**config.mk**
```make
export PLATFORM = sky130hd
export DESIGN_NAME = usb_bus_ctrl
export DESIGN_NICKNAME = d
export VERILOG_FILES = /design/src/rtl/usb_bus_ctrl.sv
export SDC_FILE = /design/constraint.sdc
export NUM_CORES = 1
export LEC_CHECK = 0
export CORE_MARGIN = 2
export CORE_UTILIZATION = 45
export CTS_BUF_LIST = sky130_fd_sc_hd__clkbuf_2 sky130_fd_sc_hd__clkbuf_4 sky130_fd_sc_hd__clkbuf_8
export DETAILED_ROUTE_END_ITERATION = 8
export GPL_ROUTABILITY_DRIVEN = 0
export HOLD_SLACK_MARGIN = 0.08
export PLACE_DENSITY = 0.75
export SYNTH_ARGS = -nofsm -noshare
export SYNTH_HDL_FRONTEND = slang
export SYNTH_SLANG_ARGS = --single-unit
export TNS_END_PERCENT = 20
```
**constraint.sdc**
```tcl
create_clock -name clk -period 5.6 [get_ports clk]
set_clock_uncertainty 0.2 [all_clocks]
set_input_delay 1.68 -clock clk [delete_from_list [all_inputs] [get_ports clk]]
set_output_delay 1.68 -clock clk [all_outputs]
set_load 0.005 [all_outputs]
```
**src/rtl/usb_bus_ctrl.sv**
```systemverilog
// Low-speed USB device bus-state controller: tracks active/suspend/resume/bus-reset
// from the PHY line state and drives remote-wakeup K when the host has enabled it.
module usb_bus_ctrl #(
    parameter int unsigned CLK_HZ         = 24_000_000,
    parameter int unsigned SUSPEND_US     = 3000,
    parameter int unsigned WAKEUP_IDLE_US = 5000,
    parameter int unsigned RESUME_K_US    = 10000
) (
    input  logic       clk,
    input  logic       reset_i,
    input  logic [1:0] line_state,
    input  logic       usb_reset_i,
    input  logic       wakeup_req_i,
    input  logic       wakeup_en_i,
    output logic       suspend_o,
    output logic       resume_o,
    output logic       bus_reset_o,
    output logic       tx_oe_o,
    output logic       tx_k_o,
    output logic [2:0] state_o
);

    localparam longint unsigned SUSPEND_CYC  = (64'(CLK_HZ) * 64'(SUSPEND_US)) / 64'd1_000_000;
    localparam longint unsigned WAKEUP_CYC   = (64'(CLK_HZ) * 64'(WAKEUP_IDLE_US)) / 64'd1_000_000;
    localparam longint unsigned RESUME_K_CYC = (64'(CLK_HZ) * 64'(RESUME_K_US)) / 64'd1_000_000;

    localparam longint unsigned MAX_AB  = (SUSPEND_CYC > WAKEUP_CYC) ? SUSPEND_CYC : WAKEUP_CYC;
    localparam longint unsigned MAX_CYC = (MAX_AB > RESUME_K_CYC) ? MAX_AB : RESUME_K_CYC;
    localparam int              CNT_W   = $clog2(MAX_CYC) + 1;

    localparam logic [CNT_W-1:0] SUSPEND_LAST = CNT_W'(SUSPEND_CYC - 1);
    localparam logic [CNT_W-1:0] WAKEUP_CNT   = CNT_W'(WAKEUP_CYC);
    localparam logic [CNT_W-1:0] RESUME_LAST  = CNT_W'(RESUME_K_CYC - 1);

    // Logical line states as delivered by the PHY; SE1 is simply "not J, not K".
    localparam logic [1:0] LS_SE0 = 2'b00;
    localparam logic [1:0] LS_J   = 2'b01;
    localparam logic [1:0] LS_K   = 2'b10;

    typedef enum logic [2:0] {
        ST_ACTIVE       = 3'd0,
        ST_SUSPENDED    = 3'd1,
        ST_WAKEUP_WAIT  = 3'd2,
        ST_WAKEUP_DRIVE = 3'd3,
        ST_RESUMING     = 3'd4,
        ST_BUS_RESET    = 3'd5
    } state_t;

    state_t           state_q, state_d;
    logic [CNT_W-1:0] cnt_q, cnt_d;
    logic             pending_q, pending_d;
    logic             se0_seen_q, se0_seen_d;
    logic             suspend_q, suspend_d;
    logic             resume_q, resume_d;
    logic             bus_reset_q, bus_reset_d;
    logic             tx_oe_q, tx_oe_d;
    logic             tx_k_q, tx_k_d;

    always_comb begin
        state_d    = state_q;
        cnt_d      = cnt_q;
        pending_d  = pending_q;
        se0_seen_d = se0_seen_q;
        resume_d   = 1'b0;

        case (state_q)
            ST_ACTIVE: begin
                if (line_state == LS_J) begin
                    if (cnt_q == SUSPEND_LAST) begin
                        state_d = ST_SUSPENDED;
                        cnt_d   = '0;
                    end else begin
                        cnt_d = cnt_q + CNT_W'(1);
                    end
                end else begin
                    cnt_d = '0;
                end
            end

            // The reserved wait encoding behaves exactly like SUSPENDED.
            ST_SUSPENDED, ST_WAKEUP_WAIT: begin
                if (line_state == LS_K) begin
                    state_d    = ST_RESUMING;
                    cnt_d      = '0;
                    pending_d  = 1'b0;
                    se0_seen_d = 1'b0;
                end else if (pending_q && (cnt_q >= WAKEUP_CNT) && (line_state == LS_J)) begin
                    state_d   = ST_WAKEUP_DRIVE;
                    cnt_d     = '0;
                    pending_d = 1'b0;
                end else begin
                    if (cnt_q < WAKEUP_CNT) begin
                        cnt_d = cnt_q + CNT_W'(1);
                    end
                    if (wakeup_req_i && wakeup_en_i) begin
                        pending_d = 1'b1;
                    end
                end
            end

            ST_WAKEUP_DRIVE: begin
                if (cnt_q == RESUME_LAST) begin
                    state_d    = ST_RESUMING;
                    cnt_d      = '0;
                    se0_seen_d = 1'b0;
                end else begin
                    cnt_d = cnt_q + CNT_W'(1);
                end
            end

            // Host ends resume with an EOP: only a J after SE0 counts.
            ST_RESUMING: begin
                if (line_state == LS_SE0) begin
                    se0_seen_d = 1'b1;
                end else if ((line_state == LS_J) && se0_seen_q) begin
                    state_d    = ST_ACTIVE;
                    cnt_d      = '0;
                    se0_seen_d = 1'b0;
                    resume_d   = 1'b1;
                end
            end

            ST_BUS_RESET: begin
                if (!usb_reset_i) begin
                    state_d = ST_ACTIVE;
                    cnt_d   = '0;
                end
            end

            default: begin
                state_d = ST_ACTIVE;
                cnt_d   = '0;
            end
        endcase

        if (usb_reset_i) begin
            state_d    = ST_BUS_RESET;
            cnt_d      = '0;
            pending_d  = 1'b0;
            se0_seen_d = 1'b0;
            resume_d   = 1'b0;
        end

        // Outputs are decoded from the next state so they change with the state flop.
        suspend_d   = (state_d == ST_SUSPENDED) || (state_d == ST_WAKEUP_WAIT);
        tx_oe_d     = (state_d == ST_WAKEUP_DRIVE);
        tx_k_d      = (state_d == ST_WAKEUP_DRIVE);
        bus_reset_d = (state_d == ST_BUS_RESET) && (state_q != ST_BUS_RESET);
    end

    always_ff @(posedge clk or posedge reset_i) begin
        if (reset_i) begin
            state_q     <= ST_ACTIVE;
            cnt_q       <= '0;
            pending_q   <= 1'b0;
            se0_seen_q  <= 1'b0;
            suspend_q   <= 1'b0;
            resume_q    <= 1'b0;
            bus_reset_q <= 1'b0;
            tx_oe_q     <= 1'b0;
            tx_k_q      <= 1'b0;
        end else begin
            state_q     <= state_d;
            cnt_q       <= cnt_d;
            pending_q   <= pending_d;
            se0_seen_q  <= se0_seen_d;
            suspend_q   <= suspend_d;
            resume_q    <= resume_d;
            bus_reset_q <= bus_reset_d;
            tx_oe_q     <= tx_oe_d;
            tx_k_q      <= tx_k_d;
        end
    end

    assign suspend_o   = suspend_q;
    assign resume_o    = resume_q;
    assign bus_reset_o = bus_reset_q;
    assign tx_oe_o     = tx_oe_q;
    assign tx_k_o      = tx_k_q;
    assign state_o     = state_q;

endmodule
```
==> impl_summary.txt, run 1 <==
----------------------------------------------------
[Yosys]
  Proportion of register bits with asynchronous set or reset after synthesis ... 100%
  Yosys top cell by area ... dfrtp_1
  Cells taking the most area after synthesis ... dfrtp_1 39%, a22o_1 3.9%, nor2_1 3.8%
  Count of yosys warnings during synthesis ... 0
  Net count of the mapped netlist ... between 200 and 250
  Post-synth EDFFs ... 0
  Average cell area after synthesis ... between 8 and 9 um^2
  Portion of synthesized cell area occupied by the leading cell type ... between 30% and 40%
  Cell Area, Synth ... approximately 1800 um^2
  Synthesized instance count ... between 200 and 250
  Synth cell types ... 51
  #FFs+latches synth ... 28
  Most used flip-flop cell after synthesis ... dfrtp_1
  Sequential cell area fraction in the yosys report ... between 30% and 40%

[Clock network]
  CTS buffer count ... 3
  CTS resizes ... 0
  Clock slew seen by the registers of the worst setup and hold paths ... ~0.10 ns
  Number of buffers added for setup after CTS ... 0
  Clock sinks ... 28
  Hold-fix buffer count after cts ... 0
  H-tree lvl count ... 1
  Latest clock arrival within the worst-skew pair ... between 0.2 and 0.3 ns
  Root buffer cell ... clkbuf_8
  Maximum root-to-sink buffer count ... 2
  TritonCTS clock tree ... done

[Detailed routing]
  Via density per instance ... roughly 5.7
  Number of routed nets with antenna violations ... 0
  Detailed Routing Iterations Pass 1 ... 4
  WL final ... between 3 and 4 mm
  Via count ... about 1500
  Number of design rule violations left after detail routing ... 0
  Violation count after the first detailed-routing iteration ... 150
  Post-DR wirelength/cell ... ~14 um

[STA]
  Final number of setup-violating endpoints ... 0
  Post-Route Setup TNS ... 0 ns
  Max_slew headroom ... a little under a third
  Hold Violations, Final ... 0
  Least-Margin Pin Slew ... around 1.0 ns
  Maximum achievable frequency ... between 200 and 250 MHz
  RSZ-0062 raised after global routing ... no
  Tcrit/Tclk final ... a little under three quarters
  Worst hold margin ... between 0.3 and 0.4 ns
  Max-slew violation count ... 0
  Shortest period the worst path allows ... a little over 4 ns

[Worst setup path]
  Required arrival time at the worst endpoint ... about 5.6 ns
  Crit Path Class ... in2reg
  Cells along the critical path ... clkdlybuf4s50_1 -> nor4b_1 -> o31ai_2 -> a311oi_4 -> buf_4 -> and2b_1 -> a22o_1
  Buffers & Inverters on Critical Path ... 2
  Dominant delay contributor by cell family on the critical path ... simple AND/OR/NAND/NOR gates
  Startpoint of the worst setup timing path ... line_state[1]
  Worst reg2reg setup slack ... approximately 2.7 ns
  Endpoint class of the critical path ... flip-flop
  Signal arrival time at the worst endpoint ... between 4 and 5 ns
  Startpoint types ... input port
  Critical path depth in cells ... 7
  R2R Path End ... cnt_q[16]
  Slowest library cell on the worst path ... nor4b_1
  Reg-to-Reg Start ... cnt_q[0]
  Crit path capture ... cnt_q[16]
  Worst R2R Path Depth ... 8
  Crit-path max cell delay ... ~0.56 ns
  Crit-path max FO ... 19

[Cells and area]
  Post-layout instance count excluding filler cells ... 262
  Commonest cells after routing, fill and taps aside ... 28 x dfrtp_1, 18 x nor2_1, 16 x nand2_1, 14 x inv_1, 14 x clkdlybuf4s50_1
  Share of cells above drive strength 1 ... just under 8%
  FF/Latch Area ... ~700 um^2
  Most common cell after layout, fill and taps aside ... dfrtp_1
  Final #Nets ... between 200 and 250
  Number of diodes added for antenna fixing ... 0
  Area delta synth->final ... 12.3%
  Multi-input logic area ... just under 1000 um^2
  Number of filler cells placed in the layout ... approximately 380

[Pwr]
  NetSw ... approximately 90 uW
  IR drop worst, VDD ... approximately 0.15 mV
  Design internal power ... around 320 uW
  Sw Share ... roughly 22%
  Clock group share of total power ... 39.4%
  Sequential share of power ... roughly 51%
  Total leakage power ... 0.000846 uW
  Share of total power in combinational logic ... approximately 10%
  PwrDens ... 204 nW/um^2

[GRT]
  Leftover overflow at the end of global routing ... 0
  Vias in the first global route ... roughly 1300
  Largest net degree at the start of global routing ... 29
  Global-route total usage across every layer ... a little under a fifth
  Initial antenna violation count ... 0
  Wire length of the first global-routing pass ... roughly 6.3 mm

[Run]
  Max-Cap Viols ... 0

[Outcome]
  Run status ... completed

[Floorplan]
  Die area ... around 4500 um^2
  Number of rows in the core area ... 22
  Core area ... between 3000 and 4000 um^2
  Top-Level Pins ... 15
  Die width ... between 60 and 70 um
  Die boundary height ... a little under 70 um
  Starting Density ... a little under 50%

[Place]
  Placed cell count ... around 260
  Quantity of I/O buffers inserted on ports ... 14
  DP Wirelength ... roughly 2.8 mm

[Hold path]
  Classification of the worst-slack hold path ... reg2reg

----------------------------------------------------
## cell usage after synthesis (2+ instances only)
cell,count
a211o_1,2
a21o_1,8
a21oi_1,11
a22o_1,8
a31oi_1,3
and2_1,3
buf_6,4
clkbuf_1,4
dfrtp_1,28
ha_1,2
inv_1,14
nand2_1,16
nand2b_1,4
nand3_1,11
nand3b_1,4
nand4_1,5
nor2_1,18
nor3_1,8
nor4b_1,2
o211ai_1,3
o21ai_0,2
o21ai_1,4
o22ai_1,5
o31ai_2,3
or2_2,3
or3_1,4
## per-stage QoR
stage / setup WS, ns / cell area (um^2) / utilization (%) / power, uW
5_1_grt: 1.45 / 2020 / 53.9 / 431
3_3_place_gp: 1.34 / 1950 / 52.0 / 254
4_1_cts: 1.56 / 2020 / 53.9 / 418
3_5_place_dp: 1.25 / 1950 / 52.0 / 254
6_report: 1.57 / 2020 / 53.9 / 411
2_1_floorplan: 2.10 / 1800 / - / 240
## how the worst min path moves through the flow
stage,endpoint,depth (start not counted),start,slack (ns)
6_report,cnt_q[0],1,cnt_q[0],0.33
5_1_grt,cnt_q[0],1,cnt_q[0],0.38
4_1_cts,cnt_q[0],1,cnt_q[0],0.34
3_5_place_dp,cnt_q[0],1,cnt_q[0],0.33
3_3_place_gp,cnt_q[0],1,cnt_q[0],0.32
2_1_floorplan,cnt_q[0],1,cnt_q[0],0.29
## flip-flops by register name (all words and copies together) (netlist names)
signal and cells:
tx_k_o 1, state_o 3, bus_reset_o 1, cnt_q 19
se0_seen_q 1, pending_q 1, resume_o 1, suspend_o 1
## cells by family after synthesis
| group | Yosys count | share of synthesized area, % |
|---|---|---|
| AND/OR/NAND/NOR | 86 | 25.0 |
| AO/OA/AOI/OAI | 62 | 26.7 |
| flip-flops | 28 | 39.0 |
| buffers and inverters | 24 | 6.96 |
| adder cells (fa/ha/maj) | 3 | 1.95 |
| XOR/XNOR | 1 | 0.487 |
## layer usage
layer  up-vias  wire length [um]  GRT usage [%]
met5         -                 0              0
met4         0                34           4.59
met3         5               149           4.00
met2        31              1780           29.2
met1       702              1820           25.2
li1        766                 -              -
## area by class of cell
class,instances,area share (%)
clock buffers,3,2.04
well taps,48,2.97
inverters,14,2.60
multi-input cells,152,48.5
flip-flops and latches,28,34.7
clock inverters,1,1.49
repair buffers,16,7.68
## power groups by stage
| stage | clock, uW | combinational, uW | sequential (uW) |
|---|---|---|---|
| after floorplan | 0 | 29.6 | 210 |
| after global placement | 0 | 40.7 | 213 |
| after detailed placement | 0 | 41.0 | 213 |
| after CTS | 168 | 41.1 | 209 |
| after global routing | 176 | 45.3 | 209 |
| final | 162 | 40.5 | 209 |
(Power assumes the default switching activity.)
==> inputs of run 2 (changes only) <==
==> constraint.sdc (replaced) <==
create_clock -name clk -period 3.81 [get_ports clk]
set_clock_uncertainty 0.2 [all_clocks]
set_input_delay 1.143 -clock clk [delete_from_list [all_inputs] [get_ports clk]]
set_output_delay 1.143 -clock clk [all_outputs]
set_load 0.005 [all_outputs]
==> run 2 against run 1 <==
- worst hold slack better by 0.0047 ns
- clock power is 16% higher
- critical path type unchanged
- critical path depth is 1 lower
- sequential power is 47% higher
- critical endpoint is now cnt_q[4]
- via count is 4.2% higher
- cell count is 1.9% higher
- core utilization is 0.57 points higher
- power is 36% higher
- sequential cell count stayed put
- non-clock buffer count is 5 higher
==> impl_summary.txt, run 2 (synthesized netlist as in run 1, its figures left out) <==
----------------------------------------------------
[Outcome]
  Run status ... completed

[STA]
  Max_slew headroom ... about two thirds
  Final number of setup-violating endpoints ... 0
  Least-Margin Pin Slew ... roughly 0.49 ns
  Shortest period the worst path allows ... around 3.3 ns
  Minimum setup slack in the final design ... 0.506 ns
  Worst hold margin ... 0.337 ns
  Hold Violations, Final ... 0
  Tcrit/Tclk final ... roughly 87%
  Maximum achievable frequency ... about 300 MHz
  Max-slew violation count ... 0
  RSZ-0062 raised after global routing ... no
  Post-Route Setup TNS ... 0 ns

[Cells and area]
  Register with the highest flop count ... cnt_q
  Number of flip-flops under the largest register name ... 19
  Commonest cells after routing, fill and taps aside ... 28 x dfrtp_1, 18 x nor2_1, 16 x nand2_1, 14 x inv_1, 14 x clkdlybuf4s50_1
  Number of filler cells placed in the layout ... 375
  Final #Nets ... roughly 230
  Number of diodes added for antenna fixing ... 0
  Share of cells above drive strength 1 ... roughly 10%
  Area delta synth->final ... 13.5%
  Most common cell after layout, fill and taps aside ... dfrtp_1
  Post-layout instance count excluding filler cells ... 267

[Detailed routing]
  Number of routed nets with antenna violations ... 0
  Detailed Routing Iterations Pass 1 ... 4
  Number of design rule violations left after detail routing ... 0
  Via density per instance ... ~5.9
  WL final ... a little under 4 mm
  Via count ... roughly 1600
  Violation count after the first detailed-routing iteration ... 79
  Post-DR wirelength/cell ... between 10 and 15 um

[GRT]
  Largest net degree at the start of global routing ... 29
  Wire length of the first global-routing pass ... 6.68 mm
  Vias in the first global route ... between 1000 and 1500
  Initial antenna violation count ... 0
  Leftover overflow at the end of global routing ... 0
  Global-route total usage across every layer ... about 19%

[Worst setup path]
  Worst R2R Path Depth ... 8
  Crit path capture ... cnt_q[4]
  Crit-path max FO ... 9
  Reg-to-Reg Start ... cnt_q[0]
  Buffers & Inverters on Critical Path ... 1
  Required arrival time at the worst endpoint ... between 3 and 4 ns
  Crit Path Class ... in2reg
  Cells along the critical path ... clkdlybuf4s50_1 -> nor4b_1 -> o31ai_2 -> a311oi_4 -> and2b_1 -> a22o_1
  Crit-path max cell delay ... approximately 0.53 ns
  Signal arrival time at the worst endpoint ... between 3 and 4 ns
  Endpoint class of the critical path ... flip-flop
  Dominant delay contributor by cell family on the critical path ... simple AND/OR/NAND/NOR gates
  R2R Path End ... cnt_q[4]
  Slowest library cell on the worst path ... nor4b_1
  Worst reg2reg setup slack ... just over 1 ns
  Startpoint of the worst setup timing path ... line_state[1]
  Startpoint types ... input port
  Critical path depth in cells ... 6

[Place]
  Placed cell count ... roughly 260
  Setup WS pre-CTS ... 0.210 ns
  DP Wirelength ... 2.85 mm
  Quantity of I/O buffers inserted on ports ... 14

[Clock network]
  CTS buffer count ... 3
  Clock slew seen by the registers of the worst setup and hold paths ... about 0.10 ns
  Hold-fix buffer count after cts ... 0
  Clock sinks ... 28
  Maximum root-to-sink buffer count ... 2
  H-tree lvl count ... 1
  Root buffer cell ... clkbuf_8
  Latest clock arrival within the worst-skew pair ... roughly 0.28 ns
  TritonCTS clock tree ... done
  CTS resizes ... 0
  Number of buffers added for setup after CTS ... 0

[Floorplan]
  Top-Level Pins ... 15
  Number of rows in the core area ... 22
  Core area ... approximately 3700 um^2
  Die width ... 67.2 um
  Die area ... ~4500 um^2
  Die boundary height ... 67.2 um
  Starting Density ... roughly 48%

[Pwr]
  PwrDens ... between 200 and 300 nW/um^2
  Total leakage power ... 0.000865 uW
  IR drop worst, VDD ... approximately 0.16 mV

[Hold path]
  Classification of the worst-slack hold path ... reg2reg

[Run]
  Max-Cap Viols ... 0

----------------------------------------------------
==> run 2: worst min-delay path by stage <==
stage | from | endpoint | slack [ns] | cells after the start
after floorplan | cnt_q[0] | cnt_q[0] | 0.29 | 1
after global placement | cnt_q[0] | cnt_q[0] | 0.32 | 1
after detailed placement | cnt_q[0] | cnt_q[0] | 0.33 | 1
after CTS | cnt_q[0] | cnt_q[0] | 0.35 | 1
after global routing | cnt_q[0] | cnt_q[0] | 0.38 | 1
final | cnt_q[0] | cnt_q[0] | 0.34 | 1
==> run 2: layout make-up <==
cell class / instances / area (um^2) / share of cell area [%]
Multi-Input combinational cell: 152 / 980 / 48.0
Sequential cell: 28 / 701 / 34.3
Timing Repair Buffer: 21 / 193 / 9.44
Tap cell: 48 / 60.1 / 2.94
Clock buffer: 4 / 55.1 / 2.70
Inverter: 14 / 52.6 / 2.58
==> run 2: layer usage <==
metal	GRT usage, %	routed length, um
met5	0	0
met4	6.12	45
met2	31.2	1810
met1	26.2	1850
met3	4.17	180
==> run 2: metrics by stage <==
stage,area [um^2],utilization (%),power [uW]
2_1_floorplan,1800,-,352
3_3_place_gp,1990,53.0,376
3_5_place_dp,1990,53.0,376
4_1_cts,2040,54.5,564
5_1_grt,2040,54.5,586
6_report,2040,54.5,558
==> run 2: power by group <==
part	switching, uW	internal [uW]	total [uW]
combinational	33.3	29.8	63.1
clock	95.1	92.7	188
sequential	6.50	301	307
total	135	423	558
==> patch, RTL diff (config.mk and constraints of run 2) <==
Set the parameter `RESUME_K_US` to 20000 (it was 10000).
--- a/src/rtl/usb_bus_ctrl.sv
+++ b/src/rtl/usb_bus_ctrl.sv
@@ -6,3 +6,3 @@
     parameter int unsigned WAKEUP_IDLE_US = 5000,
-    parameter int unsigned RESUME_K_US    = 10000
+    parameter int unsigned RESUME_K_US    = 20000
 ) (
Function: same outputs for any inputs over 10 cycles, from zero or initial values and one cycle with reset_i high; that may be too few to reach the edited logic, so the function may still have changed.
==> patch against run 2 <==
Area after synthesis grew 6.6%; design area grew 6.1%; sequential cell count grew 1; final cell count grew 7.5%; worst setup slack gained 0.11 ns; critical path depth grew 2; routed wire length grew 16%; power grew 15%; count of clock-buffer cells in the layout grew 2; first-iteration DRC count grew 82%; die area grew 6.2%; largest power group unchanged; maximum frequency grew 3.5%.
==> patch: results <==
[outcome]
outcome = "finished, final reports clean"

[clock_tree]
cts.clk_slew.worst_paths_ns = 0.06
numCtsBuffers = 5

[yosys]
synth_cell_types = 55
yosysSeqAreaShare_pct = 37.9
largest_cells_by_area_after_synthesis = "dfrtp_1 38%, nand2_1 4.3%, a32o_1 3.7%"
synthesis.nets = 234
syn_avg_cell_area_sq_um = 8.52

[layout]
final_layout_size_suffix_gt1_share_pct = 8.02
layout.filler_cells = 361
finalNetCount = 245
largest_register_ff_count = 20
layoutNonFillerInstCount = 287

[detailed_routing]
route.vias.total = 1809
detail_route.wirelength_mm = 4.51
drtPass1Iterations = 5
detail_route.iter0.violations = 144

[sta]
max_slew.worst_pin.slew_ns = 0.532
timing.hold.ws_ns = 0.382

[global_route]
total_global_routing_track_utilization_pct = 18.9
grt_pass1_vias = 1600

[placed_design]
placed_cells_incl_taps = 279
pre_cts_slack_ns = 0.338

[pwr]
power.ir.vdd_worst_mv = 0.264
power_switching_uw = 168

[critical_path]
worstReg2RegEnd = "cnt_q[1]"
worst_r2r_startpoint = "cnt_q[10]"
worstPathArrival_ns = 3.17
patch: worst max path at each step:
stage	cells after the start	end	startpoint	slack (ns)
finish	8	cnt_q[15]	line_state[0]	0.62
global route	8	cnt_q[15]	line_state[1]	0.50
CTS	8	cnt_q[15]	line_state[0]	0.62
detailed placement	8	cnt_q[15]	line_state[0]	0.34
global placement	8	cnt_q[15]	line_state[0]	0.41
floorplan	8	cnt_q[13]	line_state[0]	1.05
patch: kinds of logic (layout without fill, tap and decap cells):
| kind of cell | Yosys count | count (layout) | share of synthesized area, % |
|---|---|---|---|
| xor+xnor | 1 | 1 | 0.457 |
| mux | 1 | 1 | 0.522 |
| simple gates | 102 | 102 | 28.9 |
| fa+ha+maj | 2 | 2 | 1.31 |
| flops | 29 | 29 | 37.9 |
| buf+inv | 28 | 40 | 6.40 |
| compound gates | 62 | 62 | 24.6 |
patch: power by group through the flow:
stage               sequential, uW  combinational (uW)  clock, uW
global route                   319                79.5        278
CTS                            319                72.1        256
detailed placement             324                71.7          0
floorplan                      321                49.2          0
global placement               324                70.8          0
finish                         319                72.2        253
patch: critical path, cell delays in order:
cell and delay, ns:
clkdlybuf4s50_1 0.51, nor2b_1 0.27, nand2_1 0.08, nor2_1 0.21, a221oi_4 0.10, buf_4 0.21, nand2b_1 0.28, o41ai_1 0.35
patch: metal layers:
metal	up-vias	global-route usage, %	wire length [um]	share of wire [%]
li1	865	-	-	-
met1	871	26.7	2140	47
met2	65	29.1	2020	45
met3	8	4.80	292	6.5
met4	0	5.01	61	1.4
met5	-	0	0	0
patch: final cells by class:
type,count,area (sq um),share of cell area [%]
tap,50,62.6,2.89
clock buffer,6,76.3,3.52
clock inverter,2,10.0,0.462
timing repair buffer,18,170,7.86
multi-input combinational,168,1070,49.3
sequential,29,726,33.5
inverter,14,52.6,2.43
